<file path="config.mk">
export PLATFORM = sky130hd
export DESIGN_NAME = mod_n_counter
export DESIGN_NICKNAME = d
export VERILOG_FILES = /design/src/rtl/mod_n_counter.sv
export SDC_FILE = /design/constraint.sdc
export NUM_CORES = 1
export LEC_CHECK = 0
export ABC_AREA = 1
export BUFFER_PORTS_ARGS = -buffer_cell sky130_fd_sc_hd__buf_2
export CORE_AREA = 2 2 39 41
export CTS_BUF_LIST = sky130_fd_sc_hd__clkbuf_4
export DETAILED_ROUTE_END_ITERATION = 8
export DIE_AREA = 0 0 41 43
export GPL_ROUTABILITY_DRIVEN = 1
export PLACE_DENSITY = 0.61
export SETUP_SLACK_MARGIN = 0.5
export SLEW_MARGIN = 20
export SYNTH_ARGS = -nofsm -noshare
export SYNTH_HDL_FRONTEND = slang
export SYNTH_SLANG_ARGS = --single-unit
</file>
<file path="constraint.sdc">
create_clock -name clk -period 0.9 [get_ports clk]
set_input_delay 0.09 -clock clk [delete_from_list [all_inputs] [get_ports clk]]
set_output_delay 0.09 -clock clk [all_outputs]
set_load 0.05 [all_outputs]
</file>
<file path="src/rtl/mod_n_counter.sv">
// Modulo-N up/down counter with enable, cascade tc and registered wrap pulse.
// Define MOD_N_COUNTER_LOAD_EN to enable the clamped parallel load.
module mod_n_counter #(
  parameter int WIDTH   = 4,
  parameter int MODULUS = 14
) (
  input  logic             clk,
  input  logic             reset,
  input  logic             en,
  input  logic             up,
  input  logic             load,
  input  logic [WIDTH-1:0] d,
  output logic [WIDTH-1:0] q,
  output logic             tc,
  output logic             wrap
);

  localparam logic [WIDTH-1:0] MAX = WIDTH'(MODULUS - 1);

  logic [WIDTH-1:0] cnt_q;
  logic [WIDTH-1:0] cnt_d;
  logic             wrap_q;
  logic             wrap_d;
  logic             at_max;
  logic             at_zero;
  logic             step;

  assign at_max  = (cnt_q == MAX);
  assign at_zero = (cnt_q == '0);

`ifdef MOD_N_COUNTER_LOAD_EN
  assign step = en & ~load;
`else
  logic unused_load;
  assign unused_load = ^{load, d};
  assign step = en;
`endif

  always_comb begin
    cnt_d  = cnt_q;
    wrap_d = 1'b0;
`ifdef MOD_N_COUNTER_LOAD_EN
    // out-of-range load saturates so q stays inside 0..MODULUS-1
    if (load) begin
      cnt_d = (d > MAX) ? MAX : d;
    end
`endif
    if (step) begin
      if (up) begin
        cnt_d  = at_max ? '0 : cnt_q + WIDTH'(1);
        wrap_d = at_max;
      end else begin
        cnt_d  = at_zero ? MAX : cnt_q - WIDTH'(1);
        wrap_d = at_zero;
      end
    end
  end

  always_ff @(posedge clk) begin
    if (reset) begin
      cnt_q  <= '0;
      wrap_q <= 1'b0;
    end else begin
      cnt_q  <= cnt_d;
      wrap_q <= wrap_d;
    end
  end

  assign q    = cnt_q;
  assign wrap = wrap_q;
  assign tc   = en & ((up & at_max) | (~up & at_zero));

endmodule

</file>
==> run summary, run 1 <==
max-capacitance violation count: 0
switch share: 0.3485
Post-CTS Hold Fix Bufs: 0
worst setup timing slack at the placement stage: -340.0 ps
routed length per placed instance: 10.32 µm
fraction of layout cells with a size suffix above 1: 0.5595
violated checks: negative setup slack
fraction of the core area covered by cells at the end of the flow: 0.4656
Post-synth EDFFs: 0
sequential fraction of design power: 0.287
fraction of synthesis flops using an asynchronous set or reset pin: 0
final cell count without fillers: 100
drt drc: 0
relative max-transition margin: 0.8337
vias per std cell: 4.390
peak clock frequency supported by timing: 739.1 MHz
result of the run: finished with violations
wire length of the first global-routing pass: 1800 µm
# setup viols final: 10
I/O pin total: 15
Detail Placement HPWL: 744.6 µm
cell area after layout: 644.4 µm²
Antenna Diode Count: 0
Worst VDD drop: 0.0008187 V
Max stage delay on crit path: 350 ps
slowest CP cell: dfxtp_4
DRC violation total after the first TritonRoute iteration: 4
chip height: 43 µm
kind of cell with the highest combined delay on the critical path: flip-flops
Skew-Pair Late Insertion Delay: 240 ps
max-slew violation count: 0
Post-Synthesis Cells: 59
area enclosed by the die boundary: 1763 µm²
top cells by area in the synthesized netlist: dfxtp_1 (31%), nand2_1 (22%), nor2_1 (14%)
Crit path required time: 810 ps
count of warnings emitted by yosys: 0
startpoint type of the worst setup path: flip-flop
arrival time reported for the critical path endpoint: 1260 ps
Comb power frac: 0.394
number of sinks driven by the clock tree: 5
antenna-violating nets left: 0
area after detailed placement: 496.7 µm²
ordered cell list for the critical path: nor2_4 > nand4_1 > o31ai_2 > inv_1 > nor2_4 > buf_6
router iterations before antenna repair: 2
most instantiated cells after synthesis: nand2_1 (19), nor2_1 (12), inv_1 (10)
area grow syn2layout: 99.61%
smallest hold slack: 130.0 ps
Power Density: 1409 nW/µm²
most frequently used cell type in the post-synthesis netlist: nand2_1
number of nets in the synthesized netlist: 68
period utilisation layout: 1.503
critical path endpoint category: primary output
classification of the worst setup path: flip-flop to primary output
total grt overflow: 0
total net switching power: 316.3 µW
row count: 14
Worst Path Buf+Inv: 2
static leakage power: 0.0003257 µW
net total in the final layout: 94
maximum number of pins on one net before global-route repair: 8
die outline width: 41 µm
smallest setup slack after layout: -452.9 ps
actual transition at the worst max-transition pin: 251.2 ps
critical path fanouts, max: 4
main flop type after synthesis: dfxtp_1
clock tree from TritonCTS: built
sequential fraction of the synthesis area: 0.3101
synthesis-stage register bit count: 5
critical path's most frequent cell: nor2_4
buffer type at the clock tree root: clkbuf_4
core outline area: 1384 µm²
placed cell count: 94
final wirelength: 1032 µm
Final Hold Vio Count: 0
Mean Syn Cell Area: 5.471 µm²
Netlist Area Pre-Place: 322.8 µm²
number of filler instances in the final layout: 139
internal power contribution: 591.5 µW
Distinct cells, synth: 9
library cell occupying the most area in the post-synthesis netlist: dfxtp_1
register clock-pin slew on the reported worst setup and hold paths: 50 ps
Initial Utilization: 0.2333
via count of the first global-routing pass: 452
Clk network pwr share: 0.318
RSZ-0062 raised after global routing: true
number of I/O port buffers: 9
proportion of netlist area held by the largest area contributor: 0.3101
Longest Clk Path Bufs: 2
Layout Skew: 6.084 ps
Final GP Congestion: 0.8559
number of buffers inserted during clock tree synthesis: 3
initial antenna violation count: 0
overall track demand over capacity in global routing: 0.1556
fin crit period: 1353 ps
path type of the worst min-delay path: input pin to flip-flop
via count: 439
H-tree depth: 1
-- flip-flops by register name (all words and copies together) (netlist names) --
| register | cells |
|---|---|
| wrap | 1 |
| q | 4 |
-- final timing paths --
kind	start	end	slack, ps	cells after the start
worst max-delay path	q[1]	tc	-450	6
worst min-delay path	reset	q[0]	130	4
worst max register to register	q[3]	q[3]	-190	9
worst min register to register	q[0]	wrap	670	4
-- repair_timing --
| item | in CTS | in global routing |
|---|---|---|
| pin swaps | 4 | 4 |
| setup endpoints to repair | 11 | 11 |
| setup buffers | 2 | 0 |
| gates resized for setup | 26 | 5 |
-- layout by cell type (no fill, tap or decap), types with 4 or more instances in the layout --
cell type,Yosys,layout
o21ai_0,6,5
nand2_2,0,5
clkbuf_4,0,4
dfxtp_4,0,5
nor2_1,12,9
inv_2,0,4
buf_4,0,7
buf_6,0,6
buf_8,0,4
buf_2,0,4
inv_1,10,6
nand2_1,19,14
-- per-stage QoR --
| step | TNS [ps] | total power (µW) |
|---|---|---|
| 2_1_floorplan | -631.8 | 431.0 |
| 3_3_place_gp | -678.8 | 531.7 |
| 3_5_place_dp | -713.0 | 533.1 |
| 4_1_cts | -1149 | 904.5 |
| 5_1_grt | -1617 | 959.1 |
| 6_report | -1137 | 907.8 |
-- tightest hold or removal path, cell delays in order --
cell	delay, ps
buf_2	70
inv_1	70
o21ai_2	70
a21oi_2	30
-- metal layers --
layer / GRT usage / wire length, µm / vias up
li1: - / - / 234
met1: 0.1768 / 410 / 195
met2: 0.2313 / 578 / 6
met3: 0.03141 / 18 / 4
met4: 0.1333 / 24 / 0
met5: 0 / 0 / -
-- kinds of logic (layout without fill, tap and decap cells) --
group	Yosys count	after routing	share of synthesized area
buffers and inverters	10	35	0.1163
DFF	5	5	0.3101
AOI/OAI and AO/OA	9	9	0.1473
and+or+nand+nor	35	35	0.4264
-- power groups by stage --
| stage | registers [µW] | logic, µW | clock network, µW |
|---|---|---|---|
| CTS | 260 | 341 | 303 |
| finish | 261 | 358 | 289 |
| detailed placement | 261 | 272 | 0 |
| global route | 263 | 388 | 307 |
| global placement | 260 | 272 | 0 |
| floorplan | 321 | 110 | 0 |
-- final cells by class --
type                    instances  area, µm²  share of cell area
repair buffers                 21      200.2              0.3107
well taps                      16      20.02             0.03107
multi-input cells              44      237.7              0.3689
flip-flops and latches          5      118.9              0.1845
clock buffers                   4      30.03             0.04660
inverters                      10      37.54             0.05825
(Power assumes the default switching activity.)
==> run 2, diff against run 1 <==
--- a/config.mk
+++ b/config.mk
@@ -14,7 +14,9 @@
 export GPL_ROUTABILITY_DRIVEN = 1
 export PLACE_DENSITY = 0.61
 export SETUP_SLACK_MARGIN = 0.5
+export SKIP_LAST_GASP = 1
 export SLEW_MARGIN = 20
 export SYNTH_ARGS = -nofsm -noshare
 export SYNTH_HDL_FRONTEND = slang
 export SYNTH_SLANG_ARGS = --single-unit
+export TNS_END_PERCENT = 1
==> run 2 against run 1 <==
  * The flow still finishes with violations (negative setup slack)
  * Clock-buffer cell count unchanged
  * Register-to-register slack worse by 60 ps
  * Final area is 8.9% lower
  * Sequential cell count did not move
==> run summary, run 2 (same netlist as run 1, synthesis figures left out) <==
static leakage power: 0.0003306 µW
actual transition at the worst max-transition pin: 253.5 ps
area grow syn2layout: 81.78%
final wirelength: 965 µm
result of the run: finished with violations
register clock-pin slew on the reported worst setup and hold paths: 40 ps
Antenna Diode Count: 0
Worst Path Buf+Inv: 3
I/O pin total: 15
relative max-transition margin: 0.8322
via count: 460
critical path fanouts, max: 3
core outline area: 1384 µm²
startpoint type of the worst setup path: flip-flop
ordered cell list for the critical path: inv_2 > nand2_2 > o31ai_2 > inv_1 > nor2_4 > buf_6
placed cell count: 97
router iterations before antenna repair: 3
Final Hold Vio Count: 0
total grt overflow: 0
worst setup timing slack at the placement stage: -324.4 ps
Final GP Congestion: 0.8630
number of buffers inserted during clock tree synthesis: 3
Longest Clk Path Bufs: 2
row count: 14
area after detailed placement: 515.5 µm²
peak clock frequency supported by timing: 742.9 MHz
drt drc: 0
smallest setup slack after layout: -446.1 ps
buffer type at the clock tree root: clkbuf_4
Post-CTS Hold Fix Bufs: 0
net total in the final layout: 99
path type of the worst min-delay path: input pin to flip-flop
Max stage delay on crit path: 340 ps
Detail Placement HPWL: 751.9 µm
arrival time reported for the critical path endpoint: 1260 ps
fin crit period: 1346 ps
slowest CP cell: dfxtp_4
area enclosed by the die boundary: 1763 µm²
Initial Utilization: 0.2333
initial antenna violation count: 0
Layout Skew: 0.6866 ps
clock tree from TritonCTS: built
# setup viols final: 10
number of I/O port buffers: 9
Power Density: 1471 nW/µm²
antenna-violating nets left: 0
wire length of the first global-routing pass: 1718 µm
vias per std cell: 4.381
max FFs per register: 4
max-slew violation count: 0
die outline width: 41 µm
fraction of layout cells with a size suffix above 1: 0.4494
critical path endpoint category: primary output
RSZ-0062 raised after global routing: true
most frequent cells in the layout: nand2_1 (17), buf_4 (17), nor2_1 (10)
Skew-Pair Late Insertion Delay: 240 ps
smallest hold slack: 139.0 ps
via count of the first global-routing pass: 441
kind of cell with the highest combined delay on the critical path: flip-flops
Worst VDD drop: 0.0006466 V
overall track demand over capacity in global routing: 0.1426
Crit path required time: 810 ps
period utilisation layout: 1.496
cell area after layout: 586.8 µm²
maximum number of pins on one net before global-route repair: 8
number of sinks driven by the clock tree: 5
max-capacitance violation count: 0
DRC violation total after the first TritonRoute iteration: 3
violated checks: negative setup slack
classification of the worst setup path: flip-flop to primary output
H-tree depth: 1
routed length per placed instance: 9.190 µm
final cell count without fillers: 105
chip height: 43 µm
register-to-register setup slack: -250 ps
-- run 2: cell types whose count changed in the layout (fill, tap and decap cells not counted), moves of 4 or more --
cell   before  now
buf_4       7   17
buf_2       4    8
buf_8       4    0
buf_6       6    1
-- run 2: timing repair --
action,4_1_cts,5_1_grt
buffers inserted,4,0
endpoints found under the setup margin,11,11
pin swaps,4,0
gates resized for setup,3,0
-- run 2: stage by stage --
step / total power [µW] / TNS [ps] / util
finish: 863.1 / -2114 / 0.4241
global route: 924.6 / -2754 / 0.4241
CTS: 874.2 / -2091 / 0.4241
detailed placement: 545.2 / -794.1 / 0.3725
global placement: 544.1 / -767.6 / 0.3725
floorplan: 431.0 / -663.0 / -
-- run 2: final timing paths --
path / startpoint / end / depth (start not counted)
setup reg to reg: q[1] / wrap / 7
setup / recovery: q[1] / tc / 6
hold reg to reg: q[2] / q[2] / 3
hold / removal: en / wrap / 3
-- run 2: worst reg2reg max path, stage by stage, from the launching register on --
cell,delay (ps)
dfxtp_4,340
inv_2,60
nand2_2,50
o31ai_2,190
inv_1,120
buf_4,140
buf_4,110
nor2_1,70
-- run 2: cell type report --
| type | instances | area [µm²] |
|---|---|---|
| fill | 144 | 797.0 |
| multi-input combinational | 44 | 205.2 |
| timing repair buffer | 26 | 178.9 |
| sequential | 5 | 115.1 |
| inverter | 10 | 37.54 |
| clock buffer | 4 | 30.03 |
| tap | 16 | 20.02 |
-- run 2: power breakdown --
group / internal, µW / switching (µW)
Sequential: 238 / 16.7
Clock: 198 / 92.2
Combinational: 133 / 186
-- run 2: layer usage --
layer,global-route usage,share of wire
met5,0,0
met4,0.1133,0.053
met3,0.01571,0.032
met2,0.2000,0.49
met1,0.1865,0.43
